[src/rtl/prog_rom_if.sv]
// Program-load byte stream plus CPU instruction-fetch bus for prog_rom.
interface prog_rom_if;
    logic       load_start;
    logic       in_valid;
    logic [7:0] in_data;
    logic       in_ready;
    logic [3:0] addr;
    logic [3:0] opecode;
    logic [3:0] imm;
    logic       cpu_hold;
    logic [4:0] load_count;
    logic [7:0] checksum;
    logic       loaded;

    modport master (
        output load_start, in_valid, in_data, addr,
        input  in_ready, opecode, imm, cpu_hold, load_count, checksum, loaded
    );

    modport slave (
        input  load_start, in_valid, in_data, addr,
        output in_ready, opecode, imm, cpu_hold, load_count, checksum, loaded
    );
endinterface

[src/rtl/prog_rom.sv]
// Loadable 16x8 program ROM; combinational read, one-cycle write-to-read visibility.
// Accepts one byte per cycle only in LOAD (in_ready), holds the CPU in reset until a full program is resident.
module prog_rom #(
    parameter int DEPTH = 16
) (
    input  logic      clk,
    input  logic      rst,
    prog_rom_if.slave bus
);
    typedef enum logic [1:0] {EMPTY, LOAD, RUN} state_t;

    typedef struct packed {
        logic [3:0] opecode;
        logic [3:0] imm;
    } instr_t;

    state_t     state, state_nxt;
    instr_t     mem [DEPTH];
    logic [3:0] wptr;
    logic [4:0] load_count;
    logic [7:0] checksum;
    logic       accept;

    // load_start wins over a byte handshaken in the same cycle
    assign accept = bus.in_valid && (state == LOAD) && !bus.load_start;

    always_ff @(posedge clk) begin
        if (rst) state <= EMPTY;
        else     state <= state_nxt;
    end

    always_comb begin
        state_nxt = state;
        case (state)
            EMPTY:   if (bus.load_start) state_nxt = LOAD;
            LOAD:    if (!bus.load_start && accept && wptr == 4'(DEPTH - 1))
                         state_nxt = RUN;
            RUN:     if (bus.load_start) state_nxt = LOAD;
            default: state_nxt = EMPTY;
        endcase
    end

    always_comb begin
        bus.cpu_hold = (state != RUN);
        bus.in_ready = (state == LOAD);
        bus.loaded   = (state == RUN);
        bus.opecode  = 4'h0;
        bus.imm      = 4'h0;
        // Outside RUN the CPU sees ADD A,0, which has no side effect
        if (state == RUN) begin
            bus.opecode = mem[bus.addr].opecode;
            bus.imm     = mem[bus.addr].imm;
        end
    end

    always_ff @(posedge clk) begin
        if (rst) begin
            wptr       <= '0;
            load_count <= '0;
            checksum   <= '0;
            for (int i = 0; i < DEPTH; i++) mem[i] <= '0;
        end else if (bus.load_start) begin
            wptr       <= '0;
            load_count <= '0;
            checksum   <= '0;
        end else if (accept) begin
            mem[wptr]  <= bus.in_data;
            wptr       <= wptr + 4'd1;
            load_count <= load_count + 5'd1;
            checksum   <= checksum + bus.in_data;
        end
    end

    assign bus.load_count = load_count;
    assign bus.checksum   = checksum;
endmodule

[src/flat_wrapper.sv]
// flat-port wrapper written by rule: the top's interface ports become plain ports
module prog_rom_flat 
#(
    parameter int DEPTH = 16
)
  (clk, rst, bus_load_start, bus_in_valid, bus_in_data, bus_addr, bus_in_ready, bus_opecode, bus_imm, bus_cpu_hold, bus_load_count, bus_checksum, bus_loaded);
  prog_rom_if bus_i ();
  input  logic clk;
  input  logic rst;
  input wire logic [$bits(bus_i.load_start)-1:0] bus_load_start;
  input wire logic [$bits(bus_i.in_valid)-1:0] bus_in_valid;
  input wire logic [$bits(bus_i.in_data)-1:0] bus_in_data;
  input wire logic [$bits(bus_i.addr)-1:0] bus_addr;
  output wire logic [$bits(bus_i.in_ready)-1:0] bus_in_ready;
  output wire logic [$bits(bus_i.opecode)-1:0] bus_opecode;
  output wire logic [$bits(bus_i.imm)-1:0] bus_imm;
  output wire logic [$bits(bus_i.cpu_hold)-1:0] bus_cpu_hold;
  output wire logic [$bits(bus_i.load_count)-1:0] bus_load_count;
  output wire logic [$bits(bus_i.checksum)-1:0] bus_checksum;
  output wire logic [$bits(bus_i.loaded)-1:0] bus_loaded;
  assign bus_i.load_start = bus_load_start;
  assign bus_i.in_valid = bus_in_valid;
  assign bus_i.in_data = bus_in_data;
  assign bus_i.addr = bus_addr;
  assign bus_in_ready = bus_i.in_ready;
  assign bus_opecode = bus_i.opecode;
  assign bus_imm = bus_i.imm;
  assign bus_cpu_hold = bus_i.cpu_hold;
  assign bus_load_count = bus_i.load_count;
  assign bus_checksum = bus_i.checksum;
  assign bus_loaded = bus_i.loaded;
  prog_rom #(.DEPTH(DEPTH)) u_core (.clk(clk), .rst(rst), .bus(bus_i));
endmodule
[config.mk]
export PLATFORM = sky130hd
export DESIGN_NAME = prog_rom_flat
export DESIGN_NICKNAME = d
export VERILOG_FILES = /design/src/rtl/prog_rom_if.sv /design/src/rtl/prog_rom.sv /design/src/flat_wrapper.sv
export SDC_FILE = /design/constraint.sdc
export NUM_CORES = 1
export LEC_CHECK = 0
export BUFFER_PORTS_ARGS = -buffer_cell sky130_fd_sc_hd__buf_2
export CAP_MARGIN = 20
export CORE_ASPECT_RATIO = 0.6
export CORE_MARGIN = 1
export CORE_UTILIZATION = 40
export CTS_BUF_LIST = sky130_fd_sc_hd__clkbuf_4 sky130_fd_sc_hd__clkbuf_8 sky130_fd_sc_hd__clkbuf_16
export CTS_CLUSTER_SIZE = 12
export DETAILED_ROUTE_END_ITERATION = 10
export SETUP_SLACK_MARGIN = 0.1
export SLEW_MARGIN = 0
export SYNTH_ARGS = -nofsm -noshare
export SYNTH_HDL_FRONTEND = slang
export SYNTH_SLANG_ARGS = --single-unit
[constraint.sdc]
create_clock -name clk -period 2.1 [get_ports clk]
set_clock_uncertainty 0.15 [all_clocks]
set_input_delay 0.315 -clock clk [delete_from_list [all_inputs] [get_ports clk]]
set_output_delay 0.315 -clock clk [all_outputs]
set_load 0.02 [all_outputs]
Yosys cells after proc, flatten, opt, wreduce, memory -nomap -nowiden
Memory sizes are Yosys's and may differ from the RTL's.
Cells that the tools add are included.
W data, S select, Z words.
{"block": "classes", "n_addsub": 3, "eq_ne": 6, "muxes": 14, "n_reduce_logical": 10}
{"cell": "$mux W4", "count": 3}
{"cell": "$add A8 B8 Y8", "count": 1}
{"cell": "$mux W8", "count": 1}
{"cell": "$reduce_or A8 Y1", "count": 1}
{"cell": "$mux W1", "count": 7}
{"cell": "$add A5 B1 Y5 const B", "count": 1}
{"cell": "$add A4 B1 Y4 const B", "count": 1}
{"cell": "$eq A4 B4 Y1 const B", "count": 1}
{"cell": "$logic_and A1 B1 Y1", "count": 4}
{"cell": "$mux W2", "count": 2}
{"cell": "$ne A2 B1 Y1 const B", "count": 2}
{"cell": "$pmux W2 S2", "count": 1}
{"cell": "$reduce_or A2 Y1", "count": 2}
{"cell": "$eq A2 B1 Y1 const B", "count": 1}
{"cell": "$eq A2 B2 Y1 const B", "count": 1}
{"cell": "$logic_not A2 Y1", "count": 1}
{"cell": "$ne A2 B2 Y1 const B", "count": 1}
{"cell": "$reduce_and A2 Y1", "count": 1}
{"cell": "$logic_not A1 Y1", "count": 1}
{"block": "totals", "ff_bits": 19, "mem_bits_rw": 128, "in_bits": 16, "out_inout_bits": 24, "wordCells": 38, "memories": 1}
{"memory": "u_core.mem", "words": 16, "word_bits": 8, "read_ports": 1, "rd_clocked_by_memory_dff": 0, "write_ports": 16, "line": "prog_rom.sv:18", "source": "instr_t mem [DEPTH];"}

Longest topological paths before layout
Gate-level depths: netlist (run 1).
{"block": "logic_depth", "depth_word": 9, "mapped_depth": 8, "mapped_depth_nobuf": 8}

Worst setup path before layout (run 1)
Ideal clock, no wire load.
{"block": "synth_path", "path_kind": "input to register", "startpoint": "in bus_in_data[1]", "endpoint": "reg u_core.checksum[6], in the netlist u_core.bus.checksum[6]", "setup_time_ps": 124, "t_arrival_ps": 1739, "t_required_ps": 1826, "setup_slack_ps": 87, "stages": 8, "path_buffers": 1, "cell_sequence": "clkinv_1 buf_1 fa_1 nor2b_1 o21ai_0 a21oi_1 mux2i_1 nand3_1"}
{"block": "synth_between", "elab_chain_cells": 1}
{"element": "start: declaration", "line": "flat_wrapper.sv:12", "source": "input wire logic [$bits(bus_i.in_data)-1:0] bus_in_data;"}
{"element": "$add A8 B8 Y8", "line": "prog_rom.sv:70", "source": "checksum <= checksum + bus.in_data;"}
{"element": "end signal: assignment", "line": "prog_rom.sv:70"}
{"element": "end: declaration", "line": "prog_rom.sv:21", "source": "logic [7:0] checksum;"}
No other way between the ends.
A chain may end at the register's enable or synchronous reset.

Worst setup path in the final report (run 1)
{"block": "layout_path", "startpoint": "mem u_core.mem[4][4] in the netlist's numbering", "endpoint": "out bus_opecode[0]"}
{"block": "layout_between", "elab_chain_cells": 2}
{"element": "start: declaration", "line": "prog_rom.sv:18"}
{"element": "$mem_v2 Z16 W8"}
{"element": "$mux W4", "line": "prog_rom.sv:50", "source": "if (state == RUN) begin"}
{"element": "end: declaration", "line": "flat_wrapper.sv:15", "source": "output wire logic [$bits(bus_i.opecode)-1:0] bus_opecode;"}
No other way between the ends.

==> metrics, run 1 <==
total vias in the final route between 4000 and 5000; peak supply drop roughly 0.55 mV; power per cell area about 820 nW/um^2; clock tree from TritonCTS built; global-route wire length before repair ~27 mm; share of cells above drive strength 1 0.336; number of flops mapped to enable cells by yosys around 130; sequential-to-total area share from yosys stat 0.593; sum of internal, switching and leakage power 7.12 mW; placed wire-length estimate 12.6 mm; global-route usage over all layers 0.205; port bufs 39; RSZ-0062 raised after global routing yes; clock edge transition at the registers on the reported setup and hold paths about 0.060 ns; overall die width about 170 um; area of the core region between 15000 and 20000 sq um; aggregate routed wire length 17.7 mm; Yosys warning total 0; highest attainable clock frequency roughly 0.43 GHz; count of unique library cells instantiated by Yosys between 40 and 50; cell at the root of the clock tree sky130_fd_sc_hd__clkbuf_16; Final Wtd Congestion around 0.80; maximum count of clock buffers along a single path 2; mean number of vias per cell 5.43; pin count of the biggest net entering global routing 21; cells along the critical path mux4_2, mux2i_1, buf_4, o22ai_1, buf_2; Worst path top cell family by delay multiplexers; Initial DRT Pass Iterations 5; number of global-route vias before repair 4463; post-synth top area share 0.539; TritonCTS Buffers 17; total die area roughly 18000 sq um; final design instance area without fill just under 9000 sq um; critical path fanouts, max 1; violated checks setup timing; flops & latches, synth about 150; number of nets produced by synthesis 542; die outline height roughly 110 um; cell area after synthesis just over 7000 sq um; most used standard cells in the synthesized netlist 128 x sky130_fd_sc_hd__edfxtp_1, 112 x sky130_fd_sc_hd__and2_1, 32 x sky130_fd_sc_hd__mux4_2; post-detailed-placement cell area 8000 sq um; post-synthesis async set-or-reset flop share 0; number of nets with antenna violations after routing 0; multi-input logic area roughly 2800 sq um; static leakage ~3.4 nW; Pins Over Slew Limit 0; Placement Rows 37; area leader, netlist sky130_fd_sc_hd__edfxtp_1; Relative slew margins 0.691; effective utilization at floorplan 0.413; class of the most critical setup path flop to output port; path depth of the worst reg2reg path 5; type of element capturing the critical path output port; Setup WS post-layout -0.243 ns; outcome finished with violations; area grow syn2layout 22.5%; Starting DRT DRC Count approximately 400; cells after synthesis ~510; diode insertion count for antenna repair 0; Post-synth top flop sky130_fd_sc_hd__edfxtp_1; Min-Delay Path Class input port to flop; slowest stage delay, CP approximately 0.51 ns; maximum capacitance violations 0; required time at the worst-slack endpoint ~1.6 ns; Crit path buffers/inverters 2; sink count of the clock tree ~150; number of H-tree branching levels 4; Filler Cells Inserted around 1500; most frequent cell after synthesis sky130_fd_sc_hd__edfxtp_1; detail-routed net length per standard cell around 21 um; total gr overflow 0; Hold Fails Final Rpt 0; Critical Path Source Type flop; CTS Hold Bufs 0; post-route minimum period around 2.3 ns; cell at the slowest stage of the critical path sky130_fd_sc_hd__mux4_2; hold path depth 2; initial antenna violation count 0; syn avg cell area roughly 14 sq um; clock latency of the later-clocked register in the worst-skew pair between 0.4 and 0.5 ns; total setup violations reported at the end of the flow 8; part of the cycle the worst path needs 1.12; path length in cells of the critical path 5; sequential cell area around 4200 sq um; crit path DAT 1.88 ns; Post-route DRC 0; boundary pin count 40; Least-Margin Pin Slew 0.464 ns; dominant cells by area after synthesis sky130_fd_sc_hd__edfxtp_1 54%, sky130_fd_sc_hd__mux4_2 10%, sky130_fd_sc_hd__and2_1 9.8%, sky130_fd_sc_hd__dfxtp_1 5.3%, sky130_fd_sc_hd__mux2i_1 2.4%; final layout net count 629
[final cells by class]
class / count / area share
clock buffer: 20 / 0.0513
clock inverter: 12 / 0.0213
inverter: 9 / 0.00387
multi-input combinational: 328 / 0.320
sequential: 147 / 0.484
tap: 234 / 0.0335
timing repair buffer: 97 / 0.0864
[registers in the layout, indices dropped and copies added, names as in the netlist]
| register | cells |
|---|---|
| u_core.bus.checksum | 8 |
| u_core.bus.load_count | 5 |
| u_core.state | 2 |
| u_core.wptr | 4 |
| u_core.mem | 128 |
[cell families after synthesis]
group,Yosys count,synth area share
mux,49,0.125
xor+xnor,9,0.0111
fa+ha+maj,13,0.0239
buf+inv,38,0.0237
simple gates,225,0.196
compound gates,32,0.0277
flops,147,0.593
[stage by stage]
stage	utilization	worst slack, ns	hold slack, ns	instances	TNS, ns
finish	0.506	-0.243	0.159	847	-1.64
global route	0.506	-0.327	0.149	847	-2.24
CTS	0.503	-0.272	0.142	847	-1.88
detailed placement	0.463	-0.208	0.329	813	-1.48
global placement	0.463	-0.186	0.312	813	-1.25
floorplan	-	0.142	0.332	513	0
[worst reg2reg max path, stage by stage (launching register included)]
cell	delay (ns)
sky130_fd_sc_hd__dfxtp_1	0.34
sky130_fd_sc_hd__nand3b_2	0.31
sky130_fd_sc_hd__nor2_8	0.22
sky130_fd_sc_hd__nand2_4	0.11
sky130_fd_sc_hd__nor2_2	0.12
sky130_fd_sc_hd__or2_1	0.33
[cell usage in the layout, fill, tap and decap left out, types with 6 or more instances in the layout]
cell type                   count
sky130_fd_sc_hd__nand4_1        6
sky130_fd_sc_hd__dfxtp_1       18
sky130_fd_sc_hd__buf_4         52
sky130_fd_sc_hd__and2_1       112
sky130_fd_sc_hd__nor2_1        12
sky130_fd_sc_hd__buf_12         8
sky130_fd_sc_hd__nand2_1       13
sky130_fd_sc_hd__ha_1          11
sky130_fd_sc_hd__mux4_2        32
sky130_fd_sc_hd__a21oi_1       11
sky130_fd_sc_hd__edfxtp_1     128
sky130_fd_sc_hd__mux2i_1       14
sky130_fd_sc_hd__nor2_2        13
sky130_fd_sc_hd__nor3_1        15
sky130_fd_sc_hd__inv_1          8
sky130_fd_sc_hd__or2_2          7
sky130_fd_sc_hd__buf_2         34
sky130_fd_sc_hd__clkbuf_16     17
sky130_fd_sc_hd__nor4_1         7
[repair_timing]
item                                    CTS  global route
endpoints found under the setup margin    9            38
buffers inserted                          2             0
pin swaps                                 1             2
resized for setup                        12            15
[routing by layer]
metal / global-route usage / part of all wire / vias up
met1: 0.308 / 0.49 / 2332
met4: 0.0551 / 0.012 / 0
met5: 0 / 0 / -
met3: 0.0451 / 0.066 / 19
li1: - / - / 2076
met2: 0.297 / 0.44 / 169
[path summary, 6_finish.rpt]
check | from | to | slack (ns)
worst max-delay path | u_core.mem[4][4]$_SDFFCE_PN0P_ | bus_opecode[0] | -0.24
worst min-delay path | bus_in_data[2] | u_core.mem[1][2]$_SDFFCE_PN0P_ | 0.16
worst max register to register | u_core.state[1]$_SDFFE_PP0P_ | u_core.mem[14][0]$_SDFFCE_PN0P_ | 0.18
worst min register to register | u_core.bus.checksum[3]$_SDFFE_PP0P_ | u_core.bus.checksum[3]$_SDFFE_PP0P_ | 0.33
[report_power, final]
part	total, mW	switching (mW)	internal, mW
sequential	3.31	0.0423	3.27
clock	3.30	1.17	2.13
combinational	0.519	0.290	0.229
total	7.12	1.50	5.62
No activity file was read; power rests on OpenSTA's default activity.
==> run 2: changes to the inputs <==
--- a/config.mk
+++ b/config.mk
@@ -7,7 +7,7 @@
 export LEC_CHECK = 0
 export BUFFER_PORTS_ARGS = -buffer_cell sky130_fd_sc_hd__buf_2
 export CAP_MARGIN = 20
-export CORE_ASPECT_RATIO = 0.6
+export CORE_ASPECT_RATIO = 2
 export CORE_MARGIN = 1
 export CORE_UTILIZATION = 40
 export CTS_BUF_LIST = sky130_fd_sc_hd__clkbuf_4 sky130_fd_sc_hd__clkbuf_8 sky130_fd_sc_hd__clkbuf_16
==> run 2 against run 1 <==
  * The run still ends with setup timing left
  * Critical path depth is 1 lower
  * Clock power is 15% lower
  * Via count shrank 6.2%
==> metrics, run 2 (synthesis results as in run 1) <==
share of cells above drive strength 1 0.326 (-0.00993); most common library cell in the layout ignoring fill and taps sky130_fd_sc_hd__edfxtp_1; final design instance area without fill 8480 sq um (-2.9%); cells along the critical path mux4_2, mux2i_2, o22ai_1, buf_4; total vias in the final route 4313 (-6.2%); initial antenna violation count 0 (unchanged); maximum capacitance violations 0 (unchanged); required time at the worst-slack endpoint 1.63 ns (about the same); effective utilization at floorplan 0.411 (-0.00211); most frequent cells in the layout 128 x sky130_fd_sc_hd__edfxtp_1, 112 x sky130_fd_sc_hd__and2_1, 46 x sky130_fd_sc_hd__buf_4; aggregate routed wire length 17.5 mm (-0.80%); number of flip-flops under the largest register name 128 (unchanged); crit path DAT 1.82 ns (-0.06 ns); total gr overflow 0 (unchanged); Relative slew margins 0.687 (-0.00386); total setup violations reported at the end of the flow 8 (unchanged); clock tree from TritonCTS built; Setup WS post-layout -0.183 ns (+0.0597 ns); Filler Cells Inserted 1561 (+6.6%); sum of internal, switching and leakage power 6.60 mW (-7.4%); port bufs 39 (unchanged); RSZ-0062 raised after global routing yes; Starting DRT DRC Count 220 (-46%); peak supply drop 0.603 mV (+8.6%); global-route usage over all layers 0.209 (+0.00366); Placement Rows 68 (+84%); Worst path top cell family by delay multiplexers; hold path depth 2 (unchanged); number of H-tree branching levels 4 (unchanged); worst-case hold path end point u_core.mem[12][3]$_SDFFCE_PN0P_; Crit path buffers/inverters 1 (-1); post-detailed-placement cell area 7830 sq um (-2.1%); part of the cycle the worst path needs 1.09 (-0.0284); Hold Fails Final Rpt 0 (unchanged); number of global-route vias before repair 4449 (-0.31%); area grow syn2layout 19.0%; cell at the root of the clock tree sky130_fd_sc_hd__clkbuf_16; Post-route DRC 0 (unchanged); Final Wtd Congestion 0.828 (+3.0%); class of the most critical setup path flop to output port; mean number of vias per cell 5.32 (-2.0%); overall die width 96.4 um (-45%); reg2reg setup slack 0.18 ns (about the same); Critical Path Source Type flop; die outline height 191 um (+81%); fin cells 811 (-4.3%); Initial DRT Pass Iterations 5 (unchanged); Pins Over Slew Limit 0 (unchanged); static leakage 3.27 nW (-2.8%); outcome finished with violations; reg-to-reg endpoint u_core.mem[0][6]$_SDFFCE_PN0P_; largest registers ranked by flip-flop count u_core.mem: 128 flops, u_core.bus.checksum: 8 flops, u_core.bus.load_count: 5 flops; Min-Delay Path Class input port to flop; CTS Hold Bufs 0 (unchanged); area of the core region 17400 sq um (+0.51%); clock latency of the later-clocked register in the worst-skew pair 0.42 ns (about the same); placed insts 774 (-4.8%); critical path fanouts, max 1 (unchanged); total die area 18400 sq um (about the same); type of element capturing the critical path output port; post-route minimum period 2.28 ns (-0.0597 ns); final layout net count 617 (-1.9%); largest register by flop count u_core.mem; violated checks setup timing; sink count of the clock tree 147 (unchanged); diode insertion count for antenna repair 0 (unchanged); pin count of the biggest net entering global routing 33 (+57%); clock edge transition at the registers on the reported setup and hold paths 0.06 ns (about the same); boundary pin count 40 (unchanged); maximum count of clock buffers along a single path 2 (unchanged); cell at the slowest stage of the critical path sky130_fd_sc_hd__mux4_2; detail-routed net length per standard cell 21.6 um (+3.6%); path depth of the worst reg2reg path 5 (unchanged); number of nets with antenna violations after routing 0 (unchanged); Least-Margin Pin Slew 0.470 ns (+0.00579 ns); placed wire-length estimate 12.7 mm (+1.2%); startpoint of the worst hold path bus_in_data[3]; power per cell area 778 nW/um^2 (-4.6%); highest attainable clock frequency 0.438 GHz (+2.6%); origin of the critical flop-to-flop path u_core.wptr[0]$_SDFFE_PP0P_; TritonCTS Buffers 17 (unchanged); global-route wire length before repair 26.6 mm (-2.1%); slowest stage delay, CP 0.52 ns (about the same)
-- run 2: cell count changes in the layout (fill, tap and decap cells not counted), moves of 3 or more --
cell,before,now
sky130_fd_sc_hd__buf_4,52,46
sky130_fd_sc_hd__buf_6,3,0
sky130_fd_sc_hd__clkinv_1,4,1
sky130_fd_sc_hd__bufinv_16,5,0
sky130_fd_sc_hd__clkinv_2,2,5
-- run 2: how the worst max path moves through the flow --
stage,cells past startpoint,start,to
floorplan,8,bus_in_data[1],u_core.bus.checksum[6]$_SDFFE_PP0P_
detailed placement,6,bus_addr[0],bus_opecode[1]
global placement,6,bus_addr[0],bus_opecode[1]
finish,4,u_core.mem[6][5]$_SDFFCE_PN0P_,bus_opecode[1]
CTS,4,u_core.mem[6][5]$_SDFFCE_PN0P_,bus_opecode[1]
global route,4,u_core.mem[6][5]$_SDFFCE_PN0P_,bus_opecode[1]
-- run 2: worst register-to-register path, stage by stage (launching register included) --
cell and delay, ns:
sky130_fd_sc_hd__dfxtp_1 0.47, sky130_fd_sc_hd__inv_1 0.11, sky130_fd_sc_hd__ha_1 0.22, sky130_fd_sc_hd__nand3_2 0.24, sky130_fd_sc_hd__nor3_2 0.08, sky130_fd_sc_hd__or2_2 0.39
-- run 2: report_power, final --
part,leakage (nW),internal (mW),switching [mW]
Sequential,1.46,3.27,0.0442
Clock,0.276,1.65,1.16
Combinational,1.54,0.204,0.266
Total,3.27,5.12,1.48
-- run 2: through the flow --
stage	hold slack [ns]	setup TNS, ns	utilization	setup slack (ns)
finish	0.113	-1.10	0.489	-0.183
global route	0.106	-1.53	0.489	-0.228
CTS	0.101	-1.27	0.485	-0.226
detailed placement	0.326	-0.246	0.451	-0.0799
global placement	0.312	-0.340	0.451	-0.0802
floorplan	0.332	0	-	0.142
-- run 2: layout make-up --
cell class	instances	area, sq um	share of cell area
timing repair buffer	85	631	0.0743
tap	210	263	0.0310
clock inverter	9	55.1	0.00649
multi-input combinational	328	2780	0.328
sequential	147	4230	0.498
inverter	9	33.8	0.00398
clock buffer	23	494	0.0583
-- run 2: repair_timing --
item / 4_1_cts / 5_1_grt
gates resized for setup: 4 / 19
setup endpoints to repair: 9 / 65
pin swaps: 2 / 7
buffers inserted: 4 / 1
-- run 2: per-layer routing --
| metal | vias up | routed length (um) | global-route usage |
|---|---|---|---|
| met1 | 2155 | 6340 | 0.222 |
| met5 | - | 0 | 0 |
| met3 | 28 | 459 | 0.0343 |
| li1 | 2033 | - | - |
| met4 | 0 | 778 | 0.108 |
| met2 | 97 | 9960 | 0.382 |
